## src/rtl/la_eth_pkg.sv

```systemverilog
// Shared constants and types for the GMII receive/transmit framers.
// Holds Ethernet framing bytes, CRC-32 constants, FSM states and errcode bits.
package la_eth_pkg;

  localparam logic [7:0]  ETH_PREAMBLE    = 8'h55;
  localparam logic [7:0]  ETH_SFD         = 8'hD5;

  localparam logic [31:0] ETH_CRC_POLY    = 32'hEDB88320;
  localparam logic [31:0] ETH_CRC_INIT    = 32'hFFFFFFFF;
  localparam logic [31:0] ETH_CRC_RESIDUE = 32'hDEBB20E3;

  localparam int ERR_FCS = 0;
  localparam int ERR_PHY = 1;
  localparam int ERR_LEN = 2;

  typedef enum logic [1:0] {
    ST_DROP = 2'd0,
    ST_IDLE = 2'd1,
    ST_PRE  = 2'd2,
    ST_DATA = 2'd3
  } rx_state_e;

  typedef struct packed {
    logic       valid;
    logic [7:0] data;
    logic       err;
  } gmii_in_t;

  typedef struct packed {
    logic       valid;
    logic [7:0] data;
    logic       first;
    logic       last;
    logic       err;
    logic [2:0] errcode;
  } rx_beat_t;

endpackage

```

## src/rtl/la_eth_crc32.sv

```systemverilog
// Byte-wise CRC-32 next-state function, LSB-first (reflected polynomial).
// Purely combinational; shared by the RX and TX framers.
module la_eth_crc32
  import la_eth_pkg::*;
(
  input  logic [31:0] crc_in,
  input  logic [7:0]  data,
  output logic [31:0] crc_out
);

  logic [31:0] c;

  // Fold the eight data bits in, least significant bit first.
  always_comb begin
    c = crc_in;
    for (int i = 0; i < 8; i++) begin
      if (c[0] ^ data[i]) begin
        c = (c >> 1) ^ ETH_CRC_POLY;
      end else begin
        c = c >> 1;
      end
    end
    crc_out = c;
  end

endmodule

```

## src/rtl/la_eth_gmii_rx.sv

```systemverilog
// GMII receive framer: strips preamble/SFD, checks FCS/length/RX_ER,
// emits the payload without FCS and keeps saturating good/bad counters.
module la_eth_gmii_rx
  import la_eth_pkg::*;
#(
  parameter int MINLEN = 64,
  parameter int MAXLEN = 1518,
  parameter int CNTW   = 16
) (
  input  logic            clk,
  input  logic            reset,
  input  logic [7:0]      gmii_rx_data,
  input  logic            gmii_rx_valid,
  input  logic            gmii_rx_error,
  output logic            rx_valid,
  output logic [7:0]      rx_data,
  output logic            rx_first,
  output logic            rx_last,
  output logic            rx_err,
  output logic [2:0]      rx_errcode,
  input  logic            cnt_clr,
  output logic [CNTW-1:0] cnt_good,
  output logic [CNTW-1:0] cnt_bad
);

  localparam int LENW = 16;
  localparam logic [LENW-1:0] MINL = LENW'(MINLEN);
  localparam logic [LENW-1:0] MAXL = LENW'(MAXLEN);

  gmii_in_t        in_d, in_q;
  rx_state_e       state_d, state_q;
  logic [31:0]     crc_d, crc_q, crc_nxt;
  logic [LENW-1:0] len_d, len_q;
  logic [31:0]     dly_d, dly_q;
  logic [2:0]      fill_d, fill_q;
  logic [7:0]      pend_d, pend_q;
  logic            pend_vld_d, pend_vld_q;
  logic            phy_err_d, phy_err_q;
  logic            first_d, first_q;
  rx_beat_t        out_d, out_q;
  logic [CNTW-1:0] cnt_good_d, cnt_good_q;
  logic [CNTW-1:0] cnt_bad_d, cnt_bad_q;
  logic            inc_good, inc_bad;
  logic [2:0]      errc;

  la_eth_crc32 u_crc (
    .crc_in  (crc_q),
    .data    (in_q.data),
    .crc_out (crc_nxt)
  );

  // Capture the GMII pins; free-running so reset release sees the live line.
  always_comb begin
    in_d.valid = gmii_rx_valid;
    in_d.data  = gmii_rx_data;
    in_d.err   = gmii_rx_error;
  end

  // Input register, one stage behind the pins.
  always_ff @(posedge clk) begin
    in_q <= in_d;
  end

  // Framing FSM: next state, datapath updates and the output beat.
  always_comb begin
    state_d    = state_q;
    crc_d      = crc_q;
    len_d      = len_q;
    dly_d      = dly_q;
    fill_d     = fill_q;
    pend_d     = pend_q;
    pend_vld_d = pend_vld_q;
    phy_err_d  = phy_err_q;
    first_d    = first_q;
    out_d      = '0;
    inc_good   = 1'b0;
    inc_bad    = 1'b0;
    errc       = '0;
    unique case (state_q)
      ST_DROP: begin
        if (!in_q.valid) state_d = ST_IDLE;
      end
      ST_IDLE: begin
        if (in_q.valid) begin
          if (in_q.data == ETH_PREAMBLE) state_d = ST_PRE;
          else                           state_d = ST_DROP;
        end
      end
      ST_PRE: begin
        if (!in_q.valid) begin
          state_d = ST_IDLE;
        end else if (in_q.err) begin
          state_d = ST_DROP;
        end else if (in_q.data == ETH_PREAMBLE) begin
          state_d = ST_PRE;
        end else if (in_q.data == ETH_SFD) begin
          state_d    = ST_DATA;
          crc_d      = ETH_CRC_INIT;
          len_d      = '0;
          fill_d     = '0;
          pend_vld_d = 1'b0;
          phy_err_d  = 1'b0;
          first_d    = 1'b1;
        end else begin
          state_d = ST_DROP;
        end
      end
      ST_DATA: begin
        if (!in_q.valid) begin
          state_d        = ST_IDLE;
          pend_vld_d     = 1'b0;
          errc[ERR_FCS]  = (crc_q != ETH_CRC_RESIDUE);
          errc[ERR_PHY]  = phy_err_q;
          errc[ERR_LEN]  = (len_q < MINL);
          if (pend_vld_q) begin
            out_d.valid   = 1'b1;
            out_d.data    = pend_q;
            out_d.first   = first_q;
            out_d.last    = 1'b1;
            out_d.err     = |errc;
            out_d.errcode = errc;
            inc_good      = ~|errc;
            inc_bad       = |errc;
          end else begin
            inc_bad = 1'b1;
          end
        end else begin
          crc_d     = crc_nxt;
          len_d     = (&len_q) ? len_q : len_q + 1'b1;
          phy_err_d = phy_err_q | in_q.err;
          dly_d     = {dly_q[23:0], in_q.data};
          if (fill_q == 3'd4) begin
            pend_d     = dly_q[31:24];
            pend_vld_d = 1'b1;
          end else begin
            fill_d = fill_q + 3'd1;
          end
          if (pend_vld_q) begin
            out_d.valid = 1'b1;
            out_d.data  = pend_q;
            out_d.first = first_q;
            first_d     = 1'b0;
          end
          // This byte is number MAXLEN+1: close the frame as oversize.
          if (len_q == MAXL) begin
            state_d       = ST_DROP;
            pend_vld_d    = 1'b0;
            errc[ERR_PHY] = phy_err_d;
            errc[ERR_LEN] = 1'b1;
            out_d.last    = 1'b1;
            out_d.err     = 1'b1;
            out_d.errcode = errc;
            inc_bad       = 1'b1;
          end
        end
      end
    endcase
  end

  // Saturating statistics counters; clear wins over increment.
  always_comb begin
    cnt_good_d = cnt_good_q;
    cnt_bad_d  = cnt_bad_q;
    if (cnt_clr) begin
      cnt_good_d = '0;
      cnt_bad_d  = '0;
    end else begin
      if (inc_good && !(&cnt_good_q)) cnt_good_d = cnt_good_q + 1'b1;
      if (inc_bad && !(&cnt_bad_q))   cnt_bad_d  = cnt_bad_q + 1'b1;
    end
  end

  // FSM state register; reset parks in DROP so a partial frame is ignored.
  always_ff @(posedge clk) begin
    if (reset) state_q <= ST_DROP;
    else       state_q <= state_d;
  end

  // Datapath, output beat and counter registers.
  always_ff @(posedge clk) begin
    if (reset) begin
      crc_q      <= ETH_CRC_INIT;
      len_q      <= '0;
      dly_q      <= '0;
      fill_q     <= '0;
      pend_q     <= '0;
      pend_vld_q <= 1'b0;
      phy_err_q  <= 1'b0;
      first_q    <= 1'b0;
      out_q      <= '0;
      cnt_good_q <= '0;
      cnt_bad_q  <= '0;
    end else begin
      crc_q      <= crc_d;
      len_q      <= len_d;
      dly_q      <= dly_d;
      fill_q     <= fill_d;
      pend_q     <= pend_d;
      pend_vld_q <= pend_vld_d;
      phy_err_q  <= phy_err_d;
      first_q    <= first_d;
      out_q      <= out_d;
      cnt_good_q <= cnt_good_d;
      cnt_bad_q  <= cnt_bad_d;
    end
  end

  assign rx_valid   = out_q.valid;
  assign rx_data    = out_q.data;
  assign rx_first   = out_q.first;
  assign rx_last    = out_q.last;
  assign rx_err     = out_q.err;
  assign rx_errcode = out_q.errcode;
  assign cnt_good   = cnt_good_q;
  assign cnt_bad    = cnt_bad_q;

endmodule

```

## config.mk

```make
export PLATFORM = sky130hd
export DESIGN_NAME = la_eth_gmii_rx
export DESIGN_NICKNAME = d
export VERILOG_FILES = /design/src/rtl/la_eth_pkg.sv /design/src/rtl/la_eth_crc32.sv /design/src/rtl/la_eth_gmii_rx.sv
export SDC_FILE = /design/constraint.sdc
export NUM_CORES = 1
export LEC_CHECK = 0
export BUFFER_PORTS_ARGS = -buffer_cell sky130_fd_sc_hd__buf_2
export CAP_MARGIN = 0
export CORE_MARGIN = 2
export CORE_UTILIZATION = 56
export CTS_BUF_LIST = sky130_fd_sc_hd__clkbuf_4 sky130_fd_sc_hd__clkbuf_8
export CTS_CLUSTER_SIZE = 24
export DETAILED_ROUTE_END_ITERATION = 8
export GPL_TIMING_DRIVEN = 0
export PLACE_DENSITY_LB_ADDON = 0.08
export SKIP_LAST_GASP = 1
export SYNTH_ARGS = -nofsm -noshare
export SYNTH_HDL_FRONTEND = slang
export SYNTH_HIERARCHICAL = 1
export SYNTH_SLANG_ARGS = --single-unit
```

## constraint.sdc

```tcl
create_clock -name clk -period 2.12 [get_ports clk]
set_input_delay 0.212 -clock clk [delete_from_list [all_inputs] [get_ports clk]]
set_output_delay 0.212 -clock clk [all_outputs]
set_load 0.01 [all_outputs]
```

==> results of run 1 <==
## layout make-up
| class | count | share of cell area [%] |
|---|---|---|
| buffer | 40 | 2.13 |
| clock buffer | 19 | 2.87 |
| clock inverter | 13 | 1.54 |
| inverter | 12 | 0.507 |
| multi-input combinational | 628 | 48.4 |
| sequential | 153 | 35.0 |
| tap | 172 | 2.42 |
| timing repair buffer | 96 | 7.11 |
## cell usage after synthesis (7+ instances only)
master / number / share of area, %
a311oi_1: 10 / 1.2
nor2_1: 77 / 4.0
xnor2_1: 56 / 6.7
nor3_2: 7 / 0.96
nor3_1: 40 / 2.8
nand2_1: 115 / 5.9
clkbuf_1: 41 / 2.1
and2_1: 16 / 1.4
or3_1: 14 / 1.2
xor2_1: 15 / 1.8
inv_1: 12 / 0.62
and3_1: 14 / 1.2
nand4_1: 10 / 0.86
o21bai_1: 32 / 3.3
dfxtp_1: 153 / 42
nand3_1: 28 / 1.9
a21oi_1: 74 / 5.1
o21ai_0: 20 / 1.4
## metrics by stage
stage | cell area, um2 | total power, mW | setup TNS, ns | hold slack (ns)
finish | 8880 | 5.52 | -1.12 | 0.0557
global route | 8880 | 5.72 | -3.22 | 0.0425
CTS | 8530 | 5.52 | -0.724 | 0.0336
detailed placement | 7780 | 3.33 | -20.71 | 0.316
global placement | 7780 | 3.33 | -15.11 | 0.314
floorplan | 7280 | 3.25 | 0 | 0.240
## cells by family after synthesis
logic type                 synth area share (%)
AOI/OAI and AO/OA                          14.4
xor gates and xnor gates                   12.5
adders and majority gates                  1.03
buffers and inverters                      3.28
DFF                                        42.1
muxes                                     0.275
and+or+nand+nor                            26.4
## sequential cells by signal, summed over array words and instances, names as in the netlist, 3 cells and up
register / count
cnt_bad: 16
cnt_good: 16
crc_q: 32
dly_q: 32
fill_q: 3
in_q: 10
len_q: 16
pend_q: 8
rx_data: 8
rx_errcode: 3
## final timing paths
path                                endpoint  slack (ns)  depth (start not counted)      start
worst max register to register  cnt_good[12]       -0.12                          8   crc_q[8]
worst max-delay path            cnt_good[12]       -0.12                          8   crc_q[8]
worst min register to register     dly_q[30]        0.46                          2  dly_q[22]
worst min-delay path            cnt_good[13]        0.06                          3    cnt_clr
## routing by layer
layer  share of wire (%)  vias to the layer above
li1                    -                     3138
met1                  44                     2963
met2                  50                      152
met3                 4.5                       21
met4                 1.3                        0
met5                   0                        -
## where the power goes
| part | switching (mW) | leakage [nW] | internal [mW] |
|---|---|---|---|
| combinational | 0.217 | 1.85 | 0.212 |
| sequential | 0.0185 | 1.24 | 2.88 |
| clock | 1.19 | 0.191 | 1.01 |
## cells in the final DEF, fill, tap and decap left out, types with 8 or more instances in the layout
cell type | netlist | routed
a21oi_1 | 74 | 70
a311oi_1 | 10 | 9
and2_1 | 16 | 13
and3_1 | 14 | 10
buf_2 | 2 | 59
buf_4 | 1 | 22
buf_6 | 1 | 8
clkbuf_1 | 41 | 23
clkbuf_2 | 0 | 12
clkbuf_8 | 0 | 18
dfxtp_1 | 153 | 128
dfxtp_2 | 0 | 20
dlygate4sd3_1 | 0 | 10
inv_1 | 12 | 11
nand2_1 | 115 | 113
nand3_1 | 28 | 23
nand4_1 | 10 | 10
nor2_1 | 77 | 76
nor3_1 | 40 | 37
nor3_2 | 7 | 10
o21ai_0 | 20 | 13
o21bai_1 | 32 | 32
or3_1 | 14 | 11
xnor2_1 | 56 | 54
xor2_1 | 15 | 15
## worst max-delay path: cells and delay by family (launching register included)
kind	cells	cell delay, ns
flops	1	0.33
simple gates	5	1.26
xor+xnor	1	0.14
buf+inv	2	0.38
## what timing repair did
item / CTS / global route
resized for setup: 51 / 75
gates cloned: 1 / 0
setup buffers: 11 / 16
hold buffers: 10 / 0
setup endpoints to repair: 120 / 91
pin swaps: 11 / 28
hold endpoints to repair: 10 / 0
==> summary.txt, run 1 <==
Status
  – Status: complete, but fails checks
  – Failing checks: setup timing

Placed design
  – Gpl congestion: 0.884
  – Post-place setup slack: -0.363 ns
  – Placed insts: 1071
  – Port Buffers: 58
  – Dpl hpwl: 12100 um

Detailed routing
  – DRC violations left: 0
  – Iteration-0 DRC Markers: 353
  – Pre-Repair DR Iteration Count: 5
  – Vias post-DR: 6274
  – WL/cell: 15.6 um
  – Antenna Nets Post-Route: 0
  – Final WL: 17600 um
  – Vias per cell: 5.54

Clock tree
  – Clk slew on worst S/H paths: 0.09 ns
  – CTS tree: done
  – Total CTS buffers: 17
  – Num Clock Sinks: 153
  – Clk Latency, worst-skew pair: 0.47 ns
  – Clk buf depth: 2
  – H-tree levels: 4
  – Clk root buf: clkbuf_8

Timing
  – Worst Setup Slack, final: -0.117 ns
  – Slew HR: 53.8%
  – Setup violators final: 19
  – Worst-Margin Slew: 0.687 ns
  – Clock Skew: 0.0104 ns
  – FMAX: 447 MHz
  – Period Utilization, post-route: 106%
  – Final hold viol count: 0
  – Final Max Tran Viols: 0
  – Crit path time final: 2.24 ns
  – RSZ-0062 raised after global routing: true

Floorplan
  – Starting Density: 57.4%
  – Core footprint: 12700 um2
  – Die Y: 118 um
  – FP Rows: 41
  – Die width: 118 um
  – Die Area: 13900 um2
  – IO Count: 60

Global route
  – GR peak layer: met2
  – Met3 Usage GRT: 5.91%
  – GRT Util Overall: 25.4%
  – Met1 Usage GRT: 31.1%
  – Initial antenna violation count: 0
  – First-pass GRT wire length: 28500 um
  – M2 GR Usage: 44.5%
  – Number of global-route vias before repair: 5862
  – GR Overflow Total: 0
  – Largest net degree at the start of global routing: 17

Final layout
  – Sequential cell area: 3110 um2
  – Nets: 967
  – Footprint of the multi-input gates: 4300 um2
  – Fillers: 1021
  – Final Core Density: 70.1%
  – Non-Filler Instances: 1133
  – Synth-to-layout area growth: 22.1%
  – Ant diodes: 0
  – Fraction of layout cells with a size suffix above 1: 24.6%

Yosys
  – Syn Nets: 860
  – Synth Flop Type: dfxtp_1
  – Synth cell types: 65
  – Post-synthesis area per instance: 8.65 um2
  – EDFF count, synth: 0
  – Post-synthesis sequential area ratio: 42.1%
  – Post-Syn Instances: 841
  – Ys async rst share: 0%
  – Mapped cell area: 7280 um2
  – Syn. warnings: 6
  – Synthesis-stage register bit count: 153

Pwr
  – Power Density: 622 nW/um2
  – Peak VDD IR: 0.000403 V
  – Leakage: 3.28 nW

Critical path
  – Worst path cell trace: or4b_4 -> nor4_4 -> buf_6 -> nand4_4 -> buf_6 -> nor3_2 -> xnor2_1 -> nor2_1
  – Startpoint Class: flip-flop
  – CP required: 2.45 ns
  – Slowest-stage cell, CP: or4b_4
  – Critical Path End Type: flip-flop
  – CP Max Fanout: 10
  – Crit Path Class: reg2reg
  – Most used cell, CP: buf_6
  – CP max stage delay: 0.55 ns
  – Worst EP arrival: 2.57 ns

Worst hold path
  – HP Class: in2reg

Run
  – Maxcap violations: 0
Power figures use the tool's default switching activity.
==> inputs of run 2 (changes only) <==
- BUFFER_PORTS_ARGS: -buffer_cell sky130_fd_sc_hd__buf_2 -> unset
- CORE_UTILIZATION: 56 -> 60
- DONT_BUFFER_PORTS: unset -> 1
==> summary.txt, run 2 (same netlist as run 1, synthesis figures left out) <==
Status
  – Status: complete, but fails checks
  – Failing checks: setup timing

Timing
  – FMAX: 439 MHz
  – RSZ-0062 raised after global routing: true
  – Worst Setup Slack, final: -0.156 ns
  – Crit path time final: 2.28 ns
  – Worst-Margin Slew: 0.660 ns
  – Slew HR: 55.8%
  – Final hold viol count: 0
  – Final Max Tran Viols: 0
  – Setup violators final: 31
  – Clock Skew: 0.00750 ns
  – Period Utilization, post-route: 107%

Clock tree
  – Total CTS buffers: 17
  – Clk Latency, worst-skew pair: 0.47 ns
  – H-tree levels: 4
  – Clk buf depth: 2
  – CTS tree: done
  – Clk slew on worst S/H paths: 0.08 ns
  – Num Clock Sinks: 153
  – Clk root buf: clkbuf_8

Final layout
  – Top Registers: crc_q: 32 flops, dly_q: 32 flops
  – Ant diodes: 0
  – Synth-to-layout area growth: 19.9%
  – Most common cell after layout, fill and taps aside: dfxtp_1
  – Footprint of the multi-input gates: 4390 um2
  – Fillers: 895
  – Nets: 915
  – Sequential cell area: 3110 um2
  – Most frequent cells in the layout: dfxtp_1, nand2_1, nor2_1
  – Fraction of layout cells with a size suffix above 1: 21.2%
  – Final Cell Area: 8720 um2

Placed design
  – Placed Area: 7460 um2
  – Port Buffers: 0
  – Dpl hpwl: 12100 um
  – Gpl congestion: 0.870
  – Post-place setup slack: -0.409 ns

Pwr
  – Power, Total: 5.59 mW
  – Peak VDD IR: 0.000447 V
  – Int Power: 4.18 mW
  – Power Density: 641 nW/um2
  – Net Sw Frac: 25.2%
  – Combinational share of power: 7.6%
  – Sequential share of power: 51.8%
  – Clock network power share: 40.6%
  – NetSw: 1.41 mW
  – Leakage: 3.05 nW

Critical path
  – Slowest-stage cell, CP: or4b_4
  – Startpoint Class: flip-flop
  – Critical Path End Type: flip-flop
  – CP required: 2.46 ns
  – Worst EP arrival: 2.62 ns
  – CP max stage delay: 0.55 ns
  – Crit Path Class: reg2reg
  – CP Max Fanout: 6
  – Worst path cell trace: or4b_4 -> nor4_4 -> buf_6 -> nand4_4 -> buf_8 -> nor3_2 -> xnor2_1 -> nor2_1

Detailed routing
  – Vias per cell: 5.90
  – Pre-Repair DR Iteration Count: 5
  – DRC violations left: 0
  – Vias post-DR: 6231
  – Final WL: 17700 um
  – WL/cell: 16.8 um
  – Antenna Nets Post-Route: 0
  – Iteration-0 DRC Markers: 383

Run
  – Maxcap violations: 0

Floorplan
  – Die width: 114 um
  – Core footprint: 11900 um2
  – IO Count: 60
  – FP Rows: 40
  – Die Y: 114 um
  – Starting Density: 61.1%
  – Die Area: 13000 um2

Global route
  – Number of global-route vias before repair: 5931
  – Initial antenna violation count: 0
  – GRT Util Overall: 27.5%
  – Largest net degree at the start of global routing: 17
  – GR Overflow Total: 0
  – First-pass GRT wire length: 28500 um

Worst hold path
  – HP Class: in2reg
-- run 2: changes by cell type in the layout (fill, tap and decap cells not counted), moves of 3 or more --
cell     delta
o21ai_1     -3
o21ai_2     +3
xnor2_2     +3
nor3_1      -3
nor3_4      +5
buf_4       +4
nand3_2     -3
buf_2      -58
-- run 2: routing by layer --
| metal | global-route usage, % | share of wire (%) | wire length [um] |
|---|---|---|---|
| met5 | 0 | 0 | 0 |
| met4 | 12.5 | 2.5 | 452 |
| met3 | 5.77 | 5.8 | 1020 |
| met2 | 46.6 | 50 | 8800 |
| met1 | 33.7 | 42 | 7460 |
-- run 2: power by group through the flow --
stage | Sequential, mW | Clock (mW) | Combinational, mW
final | 2.90 | 2.27 | 0.424
after detailed placement | 2.97 | 0 | 0.354
after global placement | 2.97 | 0 | 0.351
after CTS | 2.90 | 2.32 | 0.392
after global routing | 2.90 | 2.44 | 0.454
after floorplan | 2.96 | 0 | 0.292
-- run 2: critical path, delay by kind of cell, from the launching register on --
kind / cells / cell delay (ns)
DFF: 1 / 0.33
xor gates and xnor gates: 1 / 0.14
buffers and inverters: 2 / 0.39
and+or+nand+nor: 5 / 1.28
-- run 2: cell type report --
class / count / area share [%]
inverter: 12 / 0.516
buffer: 40 / 2.22
tap: 147 / 2.11
timing repair buffer: 44 / 4.56
sequential: 153 / 35.6
clock inverter: 14 / 1.84
clock buffer: 18 / 2.84
multi-input combinational: 628 / 50.3
-- run 2: worst paths after layout --
path,startpoint,end,slack (ns),cells past startpoint
min reg2reg,pend_q[6],pend_q[6],0.45,2
max,crc_q[10],cnt_good[3],-0.16,8
max reg2reg,crc_q[10],cnt_good[3],-0.16,8
min,cnt_clr,cnt_bad[1],0.05,3
-- run 2: per-stage QoR --
stage          utilization (%)  setup TNS, ns  instances  hold slack [ns]
6_report                  73.2          -2.64       1056           0.0495
2_1_floorplan                -              0        841            0.240
4_1_cts                   69.3          -1.09       1037          0.00330
5_1_grt                   73.2          -5.03       1056           0.0525
3_5_place_dp              62.6         -20.66        988            0.240
3_3_place_gp              62.6         -14.89        988            0.240
-- run 2: what timing repair did --
action / CTS / global route
resized for setup: 56 / 90
hold buffers: 11 / 0
setup endpoints to repair: 119 / 106
setup buffers: 12 / 21
hold endpoints to repair: 13 / 0
pin swaps: 8 / 35
cloned: 1 / 1
